$ cat config.mk
export PLATFORM = sky130hd
export DESIGN_NAME = frame_demultiplexer_flat
export DESIGN_NICKNAME = d
export VERILOG_FILES = /design/src/rtl/frame_demultiplexer_if.sv /design/src/rtl/frame_demultiplexer.sv /design/src/flat_wrapper.sv
export SDC_FILE = /design/constraint.sdc
export NUM_CORES = 1
export LEC_CHECK = 0
export ABC_AREA = 0
export CORE_ASPECT_RATIO = 1.2
export CORE_UTILIZATION = 43
export DETAILED_ROUTE_END_ITERATION = 10
export GPL_ROUTABILITY_DRIVEN = 0
export GPL_TIMING_DRIVEN = 0
export PLACE_DENSITY_LB_ADDON = 0.15
export SYNTH_ARGS = -nofsm -noshare
export SYNTH_HDL_FRONTEND = slang
export SYNTH_SLANG_ARGS = --single-unit
export TNS_END_PERCENT = 20
$ cat constraint.sdc
create_clock -name clk -period 1.27 [get_ports clk]
set_input_delay 0.254 -clock clk [delete_from_list [all_inputs] [get_ports clk]]
set_output_delay 0.254 -clock clk [all_outputs]
set_load 0.01 [all_outputs]
$ cat src/rtl/frame_demultiplexer_if.sv
// frame_demultiplexer_if: lane-beat input and assembled-frame output bundle for frame_demultiplexer.
interface frame_demultiplexer_if #(parameter int WIDTH = 1);
    logic             in_valid;
    logic [WIDTH-1:0] in_data;
    logic             addr0;
    logic             addr1;
    logic             sync;
    logic [WIDTH-1:0] out0;
    logic [WIDTH-1:0] out1;
    logic [WIDTH-1:0] out2;
    logic [WIDTH-1:0] out3;
    logic             frame_valid;
    logic [3:0]       lane_strobe;
    logic             overrun;
    modport master (
        output in_valid, in_data, addr0, addr1, sync,
        input  out0, out1, out2, out3, frame_valid, lane_strobe, overrun
    );
    modport slave (
        input  in_valid, in_data, addr0, addr1, sync,
        output out0, out1, out2, out3, frame_valid, lane_strobe, overrun
    );
endinterface

$ cat src/rtl/frame_demultiplexer.sv
// frame_demultiplexer: steers lane beats into four staging regs and publishes a full frame at once.
// Define FRAME_DEMUX_AUTO_ADDR_EN to take the lane from an internal counter instead of addr1/addr0.
module frame_demultiplexer #(
    parameter int WIDTH = 1
) (
    input logic                 clk,
    input logic                 reset,
    frame_demultiplexer_if.slave bus
);
    logic [WIDTH-1:0] stage_q [4];
    logic [WIDTH-1:0] stage_d [4];
    logic [WIDTH-1:0] out_q [4];
    logic [WIDTH-1:0] out_d [4];
    logic [3:0]       mask_q, mask_d;
    logic [3:0]       strobe_q, strobe_d;
    logic             fv_q, fv_d;
    logic             ovr_q, ovr_d;
    logic [1:0]       lane;
    logic [3:0]       cur_mask;
    logic [3:0]       next_mask;
`ifdef FRAME_DEMUX_AUTO_ADDR_EN
    logic [1:0]       cnt_q, cnt_d;
    logic             unused_addr;
    assign unused_addr = bus.addr0 ^ bus.addr1;
    assign lane = bus.sync ? 2'd0 : cnt_q;
    assign cnt_d = bus.in_valid ? lane + 2'd1 : (bus.sync ? 2'd0 : cnt_q);
`else
    assign lane = {bus.addr1, bus.addr0};
`endif
    // sync discards the partial frame before the coincident beat is applied
    assign cur_mask  = bus.sync ? 4'b0000 : mask_q;
    assign next_mask = cur_mask | (4'b0001 << lane);
    always_comb begin
        stage_d  = stage_q;
        out_d    = out_q;
        mask_d   = cur_mask;
        strobe_d = 4'b0000;
        fv_d     = 1'b0;
        ovr_d    = ovr_q;
        if (bus.in_valid) begin
            stage_d[lane] = bus.in_data;
            strobe_d      = 4'b0001 << lane;
`ifdef FRAME_DEMUX_AUTO_ADDR_EN
            ovr_d         = 1'b0;
`else
            ovr_d         = ovr_q | cur_mask[lane];
`endif
            if (next_mask == 4'b1111) begin
                out_d  = stage_d;
                fv_d   = 1'b1;
                mask_d = 4'b0000;
            end else begin
                mask_d = next_mask;
            end
        end
    end
    always_ff @(posedge clk) begin
        if (reset) begin
            stage_q  <= '{default: '0};
            out_q    <= '{default: '0};
            mask_q   <= 4'b0000;
            strobe_q <= 4'b0000;
            fv_q     <= 1'b0;
            ovr_q    <= 1'b0;
`ifdef FRAME_DEMUX_AUTO_ADDR_EN
            cnt_q    <= 2'd0;
`endif
        end else begin
            stage_q  <= stage_d;
            out_q    <= out_d;
            mask_q   <= mask_d;
            strobe_q <= strobe_d;
            fv_q     <= fv_d;
            ovr_q    <= ovr_d;
`ifdef FRAME_DEMUX_AUTO_ADDR_EN
            cnt_q    <= cnt_d;
`endif
        end
    end
    assign bus.out0        = out_q[0];
    assign bus.out1        = out_q[1];
    assign bus.out2        = out_q[2];
    assign bus.out3        = out_q[3];
    assign bus.frame_valid = fv_q;
    assign bus.lane_strobe = strobe_q;
    assign bus.overrun     = ovr_q;
endmodule

$ cat src/flat_wrapper.sv
// flat-port wrapper written by rule: the top's interface ports become plain ports
module frame_demultiplexer_flat 
#(
    parameter int WIDTH = 1
)
  (clk, reset, bus_in_valid, bus_in_data, bus_addr0, bus_addr1, bus_sync, bus_out0, bus_out1, bus_out2, bus_out3, bus_frame_valid, bus_lane_strobe, bus_overrun);
  frame_demultiplexer_if #(.WIDTH(WIDTH)) bus_i ();
  input logic clk;
  input logic reset;
  input wire logic [$bits(bus_i.in_valid)-1:0] bus_in_valid;
  input wire logic [$bits(bus_i.in_data)-1:0] bus_in_data;
  input wire logic [$bits(bus_i.addr0)-1:0] bus_addr0;
  input wire logic [$bits(bus_i.addr1)-1:0] bus_addr1;
  input wire logic [$bits(bus_i.sync)-1:0] bus_sync;
  output wire logic [$bits(bus_i.out0)-1:0] bus_out0;
  output wire logic [$bits(bus_i.out1)-1:0] bus_out1;
  output wire logic [$bits(bus_i.out2)-1:0] bus_out2;
  output wire logic [$bits(bus_i.out3)-1:0] bus_out3;
  output wire logic [$bits(bus_i.frame_valid)-1:0] bus_frame_valid;
  output wire logic [$bits(bus_i.lane_strobe)-1:0] bus_lane_strobe;
  output wire logic [$bits(bus_i.overrun)-1:0] bus_overrun;
  assign bus_i.in_valid = bus_in_valid;
  assign bus_i.in_data = bus_in_data;
  assign bus_i.addr0 = bus_addr0;
  assign bus_i.addr1 = bus_addr1;
  assign bus_i.sync = bus_sync;
  assign bus_out0 = bus_i.out0;
  assign bus_out1 = bus_i.out1;
  assign bus_out2 = bus_i.out2;
  assign bus_out3 = bus_i.out3;
  assign bus_frame_valid = bus_i.frame_valid;
  assign bus_lane_strobe = bus_i.lane_strobe;
  assign bus_overrun = bus_i.overrun;
  frame_demultiplexer #(.WIDTH(WIDTH)) u_core (.clk(clk), .reset(reset), .bus(bus_i));
endmodule
-- Word level (Yosys, flattened, before mapping)
Index checks and enable logic that the tools add are counted.
- register bits after elaboration: 18
- latch bits: 0
- RAM bits: 0
- ROM bits: 0
- word-level logic and storage cells: 33
- memories kept: 0
- $add $sub $neg: 0
- multiply operators: 0
- div/mod/pow operators: 0
- magnitude comparators: 3
- equality and inequality tests: 1
- shifts and indexed selects: 1
- mux-type cells: 9
- bitwise logic cells: 4
- reductions and logical operators: 3
- operator list (operator ; count):
    2-to-1 mux 4 bit ; 3
    bitwise mux 4 bit ; 1
    == test 4 bit, second input constant ; 1
    bitwise OR 4 bit ; 1
    << shifter 1 x 2 -> 4 bit, first input constant ; 1
    greater-or-equal comparator 3 bit, second input constant ; 1
    < comparator 2 x 3 -> 1 bit, second input constant ; 1
    < comparator 3 x 1 -> 1 bit, second input constant ; 1
    2-to-1 mux 1 bit ; 3
    NOT 2 -> 3 bit ; 1
    binary-select mux 1 bit (select 2 bit) ; 1
    demux 1 bit (select 2 bit) ; 1
    AND reduction 2 bit ; 1
    OR reduction 2 bit ; 1
    logical AND 1 bit ; 1
    NOT 1 bit ; 1
    bitwise OR 1 bit ; 1

-- Depth between registers and ports, before layout
- depth in word-level cells: 6
- mapped depth: 6
- depth with buffers taken out: 4

-- Least setup slack after synthesis
OpenSTA, ideal clock, no wires.
- kind: input to register
- start: in bus_addr1
- end: reg u_core.out_q (netlist bit u_core.bus.out0)
- setup time: 118 ps
- data arrival time: 1177 ps
- setup slack: -25 ps
- cell stages on the path: 6
- path through: buf_4 -> and2b_1 -> o211ai_2 -> a211o_1 -> buf_6 -> mux2i_1
- cells in the longest elaborated chain, start to end: 6
- elaborated cells on any way between the ends: 11
- those cells by class: 2 x order compare; 1 x eq/ne; 1 x shift; 3 x mux; 2 x bitwise; 2 x reduce/logical
- ends and longest elaborated chain (item ; line ; RTL):
    start, declared ; flat_wrapper.sv:13 ; input wire logic [$bits(bus_i.addr1)-1:0] bus_addr1;
    NOT 2 -> 3 bit (not written as such) ; frame_demultiplexer.sv:41 ; stage_d[lane] = bus.in_data;
    greater-or-equal comparator 3 bit (not written as such) / < comparator 3 x 1 -> 1 bit (equally long branches) ; frame_demultiplexer.sv:41 ;
    logical AND 1 bit (not written as such) ; frame_demultiplexer.sv:41 ;
    2-to-1 mux 1 bit (not written as such) ; frame_demultiplexer.sv:41 ;
    demux 1 bit (select 2 bit) ; frame_demultiplexer.sv:41 ;
    bitwise mux 4 bit ; frame_demultiplexer.sv:41 ;
    end signal, assigned ; frame_demultiplexer.sv:70 ; out_q <= out_d;
    end, declared ; frame_demultiplexer.sv:12 ; logic [WIDTH-1:0] out_q [4];
Several ways; a longest one is shown, not always the timed one.
A chain may end at the register's enable or synchronous reset.

-- Worst setup path after layout
- start: in bus_addr0
- end: reg u_core.out_q (netlist bit u_core.bus.out0)
- cells in the longest elaborated chain, start to end: 6
- elaborated cells on any way between the ends: 11
- those cells by class: 2 x order compare; 1 x eq/ne; 1 x shift; 3 x mux; 2 x bitwise; 2 x reduce/logical
- ends and longest elaborated chain (item ; line ; RTL):
    start, declared ; flat_wrapper.sv:12 ; input wire logic [$bits(bus_i.addr0)-1:0] bus_addr0;
    NOT 2 -> 3 bit (not written as such) ; frame_demultiplexer.sv:41 ;
    greater-or-equal comparator 3 bit (not written as such) / < comparator 3 x 1 -> 1 bit (equally long branches) ; frame_demultiplexer.sv:41 ;
    logical AND 1 bit (not written as such) ; frame_demultiplexer.sv:41 ;
    2-to-1 mux 1 bit (not written as such) ; frame_demultiplexer.sv:41 ;
    demux 1 bit (select 2 bit) ; frame_demultiplexer.sv:41 ;
    bitwise mux 4 bit ; frame_demultiplexer.sv:41 ;
Several ways; a longest one is shown, not always the timed one.

==> metrics.log <==
[metrics] outcome: complete, no violations
[metrics] post-route clock period utilization: 99.3%
[metrics] largest net degree at the start of global routing: 11
[metrics] mapped cell area: 805 um2
[metrics] Iteration-0 DRC Markers: 13
[metrics] number of antenna violations at the first check in global routing: 0
[metrics] antenna diode count: 0
[metrics] share of total power in sequential cells: 54.5%
[metrics] site row count: 16
[metrics] GRT Residual Overflow: 0
[metrics] Num CTS Buffers: 3
[metrics] Chip Width: 41.5 um
[metrics] clock tree from TritonCTS: yes
[metrics] area of the core: 1700 um2
[metrics] clk root buf: sky130_fd_sc_hd__clkbuf_4
[metrics] wire length of the first global-routing pass: 2900 um
[metrics] CP max-delay cell: sky130_fd_sc_hd__a211o_1
[metrics] Final setup violation count: 0
[metrics] ratio of cells with drive above 1 in the final layout: 23.4%
[metrics] Min Clock Period, post-route: 1.26 ns
[metrics] number of max-cap violations: 0
[metrics] vias per inst: 5.51
[metrics] source-to-sink clock delay at the later pin of the worst-skew pair: 0.31 ns
[metrics] Data arrival, critical path: 1.46 ns
[metrics] P_sw: 266 uW
[metrics] required time at the endpoint of the critical path: 1.47 ns
[metrics] Sw Share: 24.7%
[metrics] startpoint type of the worst setup path: primary input
[metrics] count of synthesis-stage warnings from yosys: 0
[metrics] highest metal used: met4
[metrics] register bit count reported by yosys: 18
[metrics] final routed wire length divided by cell count: 13.7 um
[metrics] delay-heaviest family, CP: compound AO/OA/AOI/OAI gates
[metrics] setup ws final: 0.00879 ns
[metrics] DRC violation count after routing: 0
[metrics] iteration count of the initial detailed-routing pass: 4
[metrics] net count after synthesis: 91
[metrics] vias in the first global route: 663
[metrics] total die area: 2050 um2
[metrics] WL met2: 822 um
[metrics] type of the worst min-delay path: in2reg
[metrics] clock input transition at the sequential cells of the worst setup and hold paths: 0.11 ns
[metrics] CTS max path bufs: 2
[metrics] initial cell density of the core: 47.3%
[metrics] area overhead of the layout relative to synthesis: 30.0%
[metrics] leakage power: 0.000522 uW
[metrics] hold slack: 0.324 ns
[metrics] Hold Crit Depth: 4
[metrics] CP Cell Sequence: dlygate4sd2_1 > and2b_2 > o211ai_2 > a211o_1 > buf_6 > mux2i_1
[metrics] R2R depth: 5
[metrics] endpoint kind of the worst setup timing path: flop
[metrics] worst slack after detailed placement: -0.561 ns
[metrics] Slew @ Worst Pin: 0.296 ns
[metrics] Distinct cells, synth: 30
[metrics] clock share of power: 34.4%
[metrics] Port Buffers: 15
[metrics] Buf+Inv Stages, Crit Path: 2
[metrics] relative slew slack: 80.2%
[metrics] power density over the cells: 1030 nW/um2
[metrics] total count of max-transition violations in the final report: 0
[metrics] Gate power share: 11.2%
[metrics] met1 layer wirelength in the final routing: 778 um
[metrics] maximum cell stage delay along the critical path: 0.32 ns
[metrics] amount of wire on met3 after detailed routing: 68 um
[metrics] Avg Inst Size Synth: 9.58 um2
[metrics] DP Wirelength: 1130 um
[metrics] sequential element share of the synthesized area: 44.8%
[metrics] worst clock skew: 0.00967 ns
[metrics] total number of cells along the worst setup path: 6
[metrics] IO Count: 17
[metrics] peak ir drop on the vdd network: 663 uV
[metrics] DRT antenna net count: 0
[metrics] worst-path maximum fanout: 5
[metrics] clk sinks: 18
[metrics] internal power summed over all cells: 809 uW
[metrics] total number of H-tree levels: 1
[metrics] overall die height: 49.4 um
[metrics] maximum clock rate: 793 MHz
[metrics] total global-route track usage: 18.6%
[metrics] commonest non-fill, non-tap cells in the layout: 15 x sky130_fd_sc_hd__nand2_1, 15 x sky130_fd_sc_hd__dfxtp_1, 12 x sky130_fd_sc_hd__dlygate4sd2_1, 8 x sky130_fd_sc_hd__nor2_1, 6 x sky130_fd_sc_hd__mux2i_1
[metrics] number of vias in the routed layout: 689
[metrics] RSZ-0062 raised after global routing: true
[metrics] Synth Instances: 84
[metrics] fill cell total of the finished layout: 158
[metrics] number of nets in the finished design: 115
[metrics] Worst Setup Path Type: in2reg
[metrics] final hold violation count: 0
[metrics] count of hold-fix buffers inserted at cts: 0
[metrics] wire length after detailed routing: 1720 um
-- flip-flops by register name (all words and copies together), names as in the netlist --
register,flops
u_core.bus.overrun,1
u_core.bus.frame_valid,1
u_core.mask_q,4
u_core.stage_q,4
u_core.bus.out0,1
u_core.bus.out3,1
u_core.bus.out2,1
u_core.bus.out1,1
u_core.bus.lane_strobe,4
-- metal layers --
metal  global-route usage, %  vias up
met5                       0        -
met4                    9.68        0
met3                    2.22        5
met2                    33.1       19
met1                    21.4      326
li1                        -      339
-- worst paths after layout --
| check | from | endpoint | slack (ns) |
|---|---|---|---|
| hold reg to reg | u_core.bus.out2$_SDFFE_PP0P_ | u_core.bus.out2$_SDFFE_PP0P_ | 0.46 |
| hold / removal | bus_sync | u_core.mask_q[2]$_SDFF_PP0_ | 0.32 |
| setup reg to reg | u_core.mask_q[1]$_SDFF_PP0_ | u_core.bus.out0$_SDFFE_PP0P_ | 0.02 |
| setup / recovery | bus_addr0 | u_core.bus.out0$_SDFFE_PP0P_ | 0.009 |
-- worst min-delay path, stage by stage --
cell and delay [ns]:
sky130_fd_sc_hd__dlymetal6s2s_1 0.14, sky130_fd_sc_hd__inv_2 0.08, sky130_fd_sc_hd__nand2_1 0.07, sky130_fd_sc_hd__a211oi_1 0.06
-- logic make-up (layout without fill, tap and decap cells) --
logic type	count (synthesis)	after routing	share of synthesized area, %
AND/OR/NAND/NOR	34	34	20.7
multiplexers	12	12	18.2
buffers and inverters	6	29	4.35
AO/OA/AOI/OAI	14	14	12.0
flip-flops	18	18	44.8
-- cells in the mapped netlist, drive strengths merged --
cell type / number / area share, %
inv: 1 / 0.47
dfxtp: 18 / 45
a21oi: 5 / 3.1
nand2: 15 / 7.0
o211ai: 1 / 1.6
buf: 3 / 3.0
a211o: 1 / 1.1
nor3b: 1 / 0.93
clkbuf: 1 / 0.47
nand2b: 1 / 0.78
clkinv: 1 / 0.47
o21ai: 1 / 0.62
a31oi: 1 / 0.78
nor3: 2 / 1.2
nor2b: 1 / 0.78
nor2: 8 / 3.7
o32ai: 1 / 1.1
and2b: 1 / 0.93
nand3: 3 / 1.9
a21boi: 1 / 0.93
mux4: 1 / 3.3
nand3b: 2 / 3.4
a211oi: 3 / 2.8
mux2: 5 / 7.5
mux2i: 6 / 7.5
-- area by class of cell --
class	count	area [um2]	share of cell area, %
clock buffer	4	36.3	3.47
timing repair buffer	19	168	16.0
tap	18	22.5	2.15
sequential	18	364	34.8
inverter	2	11.3	1.08
multi-input combinational	60	415	39.7
buffer	4	28.8	2.75
-- power groups by stage --
stage	Clock (uW)	Combinational [uW]	Sequential, uW
final	369	120	586
after global routing	395	132	587
after CTS	371	117	585
after detailed placement	0	115	599
after global placement	0	114	598
after floorplan	0	66.2	599
-- timing repair --
action | CTS | global route
buffers inserted | 4 | 0
pin swaps | 2 | 0
setup endpoints to repair | 20 | 10
resized for setup | 15 | 6
-- metrics by stage --
stage / setup TNS, ns / instances / cell area [um2] / power, uW / util [%]
3_3_place_gp: -6.67 / 117 / 978 / 712 / 57.5
6_report: 0 / 125 / 1050 / 1080 / 61.5
2_1_floorplan: -0.0749 / 84 / 806 / 665 / -
4_1_cts: 0 / 125 / 1030 / 1070 / 60.7
3_5_place_dp: -6.87 / 117 / 978 / 714 / 57.5
5_1_grt: -0.121 / 125 / 1050 / 1110 / 61.5
No activity file was read; power rests on OpenSTA's default activity.
